### config.mk
export PLATFORM = sky130hd
export DESIGN_NAME = pixel_stream_loader
export DESIGN_NICKNAME = d
export VERILOG_FILES = /design/src/rtl/seg_pkg.sv /design/src/rtl/pixel_stream_loader.sv
export SDC_FILE = /design/constraint.sdc
export NUM_CORES = 1
export LEC_CHECK = 0
export BUFFER_PORTS_ARGS = -buffer_cell sky130_fd_sc_hd__buf_4
export CAP_MARGIN = 20
export CORE_UTILIZATION = 53
export CTS_CLUSTER_SIZE = 12
export DETAILED_ROUTE_END_ITERATION = 7
export PLACE_DENSITY = 0.81
export SYNTH_ARGS = -nofsm -noshare
export SYNTH_HDL_FRONTEND = slang
export SYNTH_SLANG_ARGS = --single-unit
### constraint.sdc
create_clock -name clk -period 3.1 [get_ports clk]
set_input_delay 0.775 -clock clk [delete_from_list [all_inputs] [get_ports clk]]
set_output_delay 0.775 -clock clk [all_outputs]
set_load 0.1 [all_outputs]
### src/rtl/seg_pkg.sv
// Shared definitions for the K-means segmentation accelerator.
//   loader_state_t : pixel_stream_loader FSM states
//   PIXEL_WIDTH    : packed RGB pixel width
//   pixel_t        : {r, g, b} pixel, shared with the core and the output stage
package seg_pkg;

  localparam int unsigned PIXEL_WIDTH = 24;

  typedef enum logic [1:0] {
    StIdle  = 2'd0,
    StRun   = 2'd1,
    StDrain = 2'd2,
    StDone  = 2'd3
  } loader_state_t;

  typedef struct packed {
    logic [7:0] r;
    logic [7:0] g;
    logic [7:0] b;
  } pixel_t;

endpackage

### src/rtl/pixel_stream_loader.sv
// AXI-Stream to input-image BRAM loader.
// Accepts a frame of RGB pixels on s_axis_*, writes pixel i to BRAM word i, checks
// tlast framing against the programmed frame length and pulses done when the frame
// has fully landed in BRAM.
// Ports:
//   clk, rst                 : clock, synchronous active-high reset
//   start, num_pixels        : frame start pulse and frame length (sampled in idle)
//   s_axis_tdata/tvalid/
//   s_axis_tready/tlast      : pixel stream, pixel in tdata[23:0]
//   img_addr/din/en/we       : BRAM write port, registered one cycle after handshake
//   busy, done               : status; done pulses once per frame
//   err_early_last           : sticky, tlast arrived before num_pixels pixels
//   err_late_last            : sticky, no tlast on pixel num_pixels-1
//   pixel_count              : pixels written in the current or most recent frame
module pixel_stream_loader #(
  parameter int unsigned ADDR_WIDTH  = 32,
  parameter int unsigned PIXEL_WIDTH = 24,
  parameter int unsigned TDATA_WIDTH = 32
) (
  input  logic                   clk,
  input  logic                   rst,
  input  logic                   start,
  input  logic [31:0]            num_pixels,
  input  logic [TDATA_WIDTH-1:0] s_axis_tdata,
  input  logic                   s_axis_tvalid,
  output logic                   s_axis_tready,
  input  logic                   s_axis_tlast,
  output logic [ADDR_WIDTH-1:0]  img_addr,
  output logic [PIXEL_WIDTH-1:0] img_din,
  output logic                   img_en,
  output logic                   img_we,
  output logic                   busy,
  output logic                   done,
  output logic                   err_early_last,
  output logic                   err_late_last,
  output logic [31:0]            pixel_count
);

  import seg_pkg::*;

  loader_state_t          state_q, state_d;
  logic [31:0]            count_q, count_d;
  logic [31:0]            npix_q, npix_d;
  logic                   early_q, early_d;
  logic                   late_q, late_d;
  logic                   tready_q, tready_d;
  logic                   we_q, we_d;
  logic                   done_q, done_d;
  logic [ADDR_WIDTH-1:0]  addr_q, addr_d;
  logic [PIXEL_WIDTH-1:0] din_q, din_d;

  logic handshake;
  logic at_last_pixel;

  // Upper tdata byte carries no pixel information.
  logic unused_tdata;
  assign unused_tdata = ^s_axis_tdata[TDATA_WIDTH-1:PIXEL_WIDTH];

  assign handshake     = s_axis_tvalid & tready_q;
  // Only evaluated in run, where npix_q is known to be non-zero.
  assign at_last_pixel = (count_q == npix_q - 32'd1);

  always_comb begin
    state_d = state_q;
    count_d = count_q;
    npix_d  = npix_q;
    early_d = early_q;
    late_d  = late_q;
    we_d    = 1'b0;
    addr_d  = addr_q;
    din_d   = din_q;
    // done follows the done state by a cycle so it lands after the last BRAM write.
    done_d  = (state_q == StDone);

    unique case (state_q)
      StIdle: begin
        if (start) begin
          // A zero-length frame is still a frame, so its count reads back as 0.
          count_d = '0;
          early_d = 1'b0;
          late_d  = 1'b0;
          npix_d  = num_pixels;
          state_d = (num_pixels == 32'd0) ? StDone : StRun;
        end
      end

      StRun: begin
        if (handshake) begin
          we_d    = 1'b1;
          addr_d  = ADDR_WIDTH'(count_q);
          din_d   = s_axis_tdata[PIXEL_WIDTH-1:0];
          count_d = count_q + 32'd1;
          if (s_axis_tlast) begin
            early_d = early_q | ~at_last_pixel;
            state_d = StDone;
          end else if (at_last_pixel) begin
            late_d  = 1'b1;
            state_d = StDrain;
          end
        end
      end

      StDrain: begin
        if (handshake && s_axis_tlast) begin
          state_d = StDone;
        end
      end

      StDone: begin
        state_d = StIdle;
      end

      default: begin
        state_d = StIdle;
      end
    endcase

    // Registered ready tracks the state being entered, so it drops right after the
    // terminating beat and no beat is ever taken in idle or done.
    tready_d = (state_d == StRun) || (state_d == StDrain);
  end

  always_ff @(posedge clk) begin
    if (rst) begin
      state_q  <= StIdle;
      count_q  <= '0;
      npix_q   <= '0;
      early_q  <= 1'b0;
      late_q   <= 1'b0;
      tready_q <= 1'b0;
      we_q     <= 1'b0;
      done_q   <= 1'b0;
      addr_q   <= '0;
      din_q    <= '0;
    end else begin
      state_q  <= state_d;
      count_q  <= count_d;
      npix_q   <= npix_d;
      early_q  <= early_d;
      late_q   <= late_d;
      tready_q <= tready_d;
      we_q     <= we_d;
      done_q   <= done_d;
      addr_q   <= addr_d;
      din_q    <= din_d;
    end
  end

  assign s_axis_tready  = tready_q;
  assign img_addr       = addr_q;
  assign img_din        = din_q;
  assign img_en         = we_q;
  assign img_we         = we_q;
  assign busy           = (state_q != StIdle);
  assign done           = done_q;
  assign err_early_last = early_q;
  assign err_late_last  = late_q;
  assign pixel_count    = count_q;

endmodule

==> results.ini <==
[finish]
fillers = 868
multi_input_area_mm2 = 0.00321
fin_util_pct = 71.7
nets = 975
final_common_cell = nand2_1
register_area_mm2 = 0.00254
mostFrequentLayoutCells = nand2_1, buf_4, dfxtp_1
area_growth_pct = 30.6
diodes = 0
drive_gt1_share_pct = 23.8

[global_route]
grt_max_degree = 58
grt_util_all_layers_pct = 29.7
grt_pass1_vias = 5728
overflow = 0
grt_pass1_wl_um = 27300
antenna_found_initial = 0

[yosys]
ys_warn_count = 0
syn-cell-area_mm2 = 0.00600
synthCells = 765
synth_edf_count = 0
synth_flop_cell = dfxtp_1
synth_cell_type_count = 62
async_flop_share_pct = 0
yosysSeqAreaShare_pct = 42.4
syn_nets = 836
synth_seq_cells = 127
syn_avg_cell_area_um2 = 7.84

[cts]
hold_buffers = 0
clkSinkCount = 127
clk_pin_slew_ns = 0.05
clock_latency_ns = 0.42
cts-root-buf = clkbuf_16
cts_tree = yes
cts_max_level = 4
clock_path_buffers = 2
cts_buffers = 17

[floorplan]
start_util_pct = 54.9
top_level_ports = 164
die_x_um = 108
die_h_um = 108
die_area_mm2 = 0.0117
row_count = 38
coreArea_mm2 = 0.0109

[setup_path]
crit_end = state_q[0]
crit_chain = inv_1 > ha_1 > or3b_4 > xnor2_2 > nand3_1 > a2111oi_2 > or4b_4 > nor4_4 > a211oi_1
crit_path_start = npix_q[0]
cp.depth = 9
reg2reg_depth = 9
critPathMaxFanout = 6
regToRegStartpoint = npix_q[0]
end_kind = flop
critPathKind = flop to flop
r2r-end = state_q[0]
slowest_stage = or4b_4
critPathMaxStageDelay_ns = 0.52
start_kind = flop
rrSetupSlack_ns = 0.18
worst_ep_required_time_ns = 3.38
critPathArrivalTime_ns = 3.19
path_delay_family = simple AND/OR/NAND/NOR gates
crit_buf_inv = 1

[timing]
maxSlewViolCount = 0
rsz0062_at_grt = false
setup_tns_ns = 0
fin_crit_sh_pct = 94.1
fmax_mhz = 343
fin_crit_ns = 2.92
worstMarginPinSlew_ns = 0.690
whs_ns = 0.454
maxSlewHeadroom_pct = 53.6
hold_viol = 0
finClkSkew_ns = 0.0100
setup_viol_count_final = 0

[drt]
firstDrtPassIters = 6
post_drt_via_cell_ratio = 5.70
vias = 6024
drt_iter0_markers = 474
drc_errors = 0
ant_nets = 0
wl_per_cell_um = 16.1
wirelength_um = 17000

[placed_design]
io_buffers = 155
gp_congestion = 0.870
dp_hpwl_um = 12400

[pwr]
vdd_drop_max_mv = 0.423
cellLeakagePower_nw = 3.12
p_total_mw = 4.30
powerDensity_mw_per_mm2 = 549

[outcome]
outcome = complete, no violations

[run]
maxCapViolations = 0

[hold_path]
hp-class = flop to flop

-- area by class of cell --
cell class,count,share of cell area [%]
Multi-Input combinational cell,576,41.0
Sequential cell,127,32.4
Timing Repair Buffer,171,16.4
Clock buffer,21,5.62
Tap cell,140,2.23
Clock inverter,11,1.80
Inverter,11,0.527
-- timing repair --
item                                   CTS  global route
buffers inserted                         0             0
gates resized for setup                  0             1
endpoints found under the hold margin    0             0
setup endpoints to repair                0             4
-- per-layer routing --
layer  part of all wire, %  up-vias  GRT usage (%)  wire length, µm
met5                     0        -              0                0
met4                   2.2        0           9.85              372
met3                   6.8       31           7.90             1150
met2                    48      231           48.3             8160
met1                    43     2851           38.3             7350
li1                      -     2911              -                -
-- logic make-up (layout without fill, tap and decap cells) --
| logic type | Yosys count | count (layout) | synth area share, % |
|---|---|---|---|
| buffers and inverters | 62 | 214 | 4.23 |
| XOR/XNOR | 68 | 68 | 10.1 |
| flip-flops | 127 | 127 | 42.4 |
| AO/OA/AOI/OAI | 135 | 135 | 13.0 |
| multiplexers | 3 | 3 | 0.542 |
| adder cells (fa/ha/maj) | 2 | 2 | 0.417 |
| AND/OR/NAND/NOR | 368 | 368 | 29.4 |
-- metrics by stage --
step / instances / setup WS, ns / instance area, µm²
floorplan: 765 / 0.0610 / 6000
global placement: 1025 / 0.203 / 7250
detailed placement: 1025 / 0.170 / 7250
CTS: 1057 / 0.160 / 7840
global route: 1057 / 0.0145 / 7840
finish: 1057 / 0.183 / 7840
-- worst min path at each step --
stage / start / to / slack (ns) / cells after the start
after floorplan: npix_q[31] / npix_q[31] / 0.45 / 2
after global placement: err_early_last / err_early_last / 0.44 / 2
after detailed placement: err_early_last / err_early_last / 0.44 / 2
after CTS: img_din[5] / img_din[5] / 0.46 / 2
after global routing: img_addr[25] / img_addr[25] / 0.47 / 2
final: img_addr[26] / img_addr[26] / 0.45 / 2
-- power by group --
part | internal, mW | switching, mW
clock network | 1.26 | 0.703
registers | 1.67 | 0.0650
logic | 0.230 | 0.375
-- worst register-to-register path, stage by stage (launching register included) --
cell and delay, ns:
dfxtp_1 0.36, inv_1 0.08, ha_1 0.21, or3b_4 0.45
xnor2_2 0.16, nand3_1 0.09, a2111oi_2 0.35, or4b_4 0.52
nor4_4 0.43, a211oi_1 0.13
-- flip-flops by register name (all words and copies together) (netlist names) --
| name | flops |
|---|---|
| img_en | 1 |
| s_axis_tready | 1 |
| img_addr | 32 |
| done | 1 |
| err_late_last | 1 |
| err_early_last | 1 |
| state_q | 2 |
| img_din | 24 |
| pixel_count | 32 |
| npix_q | 32 |
-- cell usage after synthesis, types with 3 or more instances --
master    count  area share [%]
dfxtp_1     127              42
nand4b_1      4            0.58
xnor2_1      33             4.8
and3_1        5            0.52
nor2_1       45             2.8
clkbuf_1     42             2.6
nor3_1       19             1.6
a21oi_1      99             8.3
nand4_1      14             1.5
nand2_1     200              13
or3_1         7            0.73
nor3b_1       4            0.50
o21ai_0       7            0.58
nor4_1       21             2.2
buf_1         4            0.25
inv_1        11            0.69
and4_1        5            0.73
or4_1         8             1.0
nand3_1      15             1.3
nor4_2        3            0.63
xor2_1       34             5.0
Note: power is estimated with default switching activity, not from simulation.
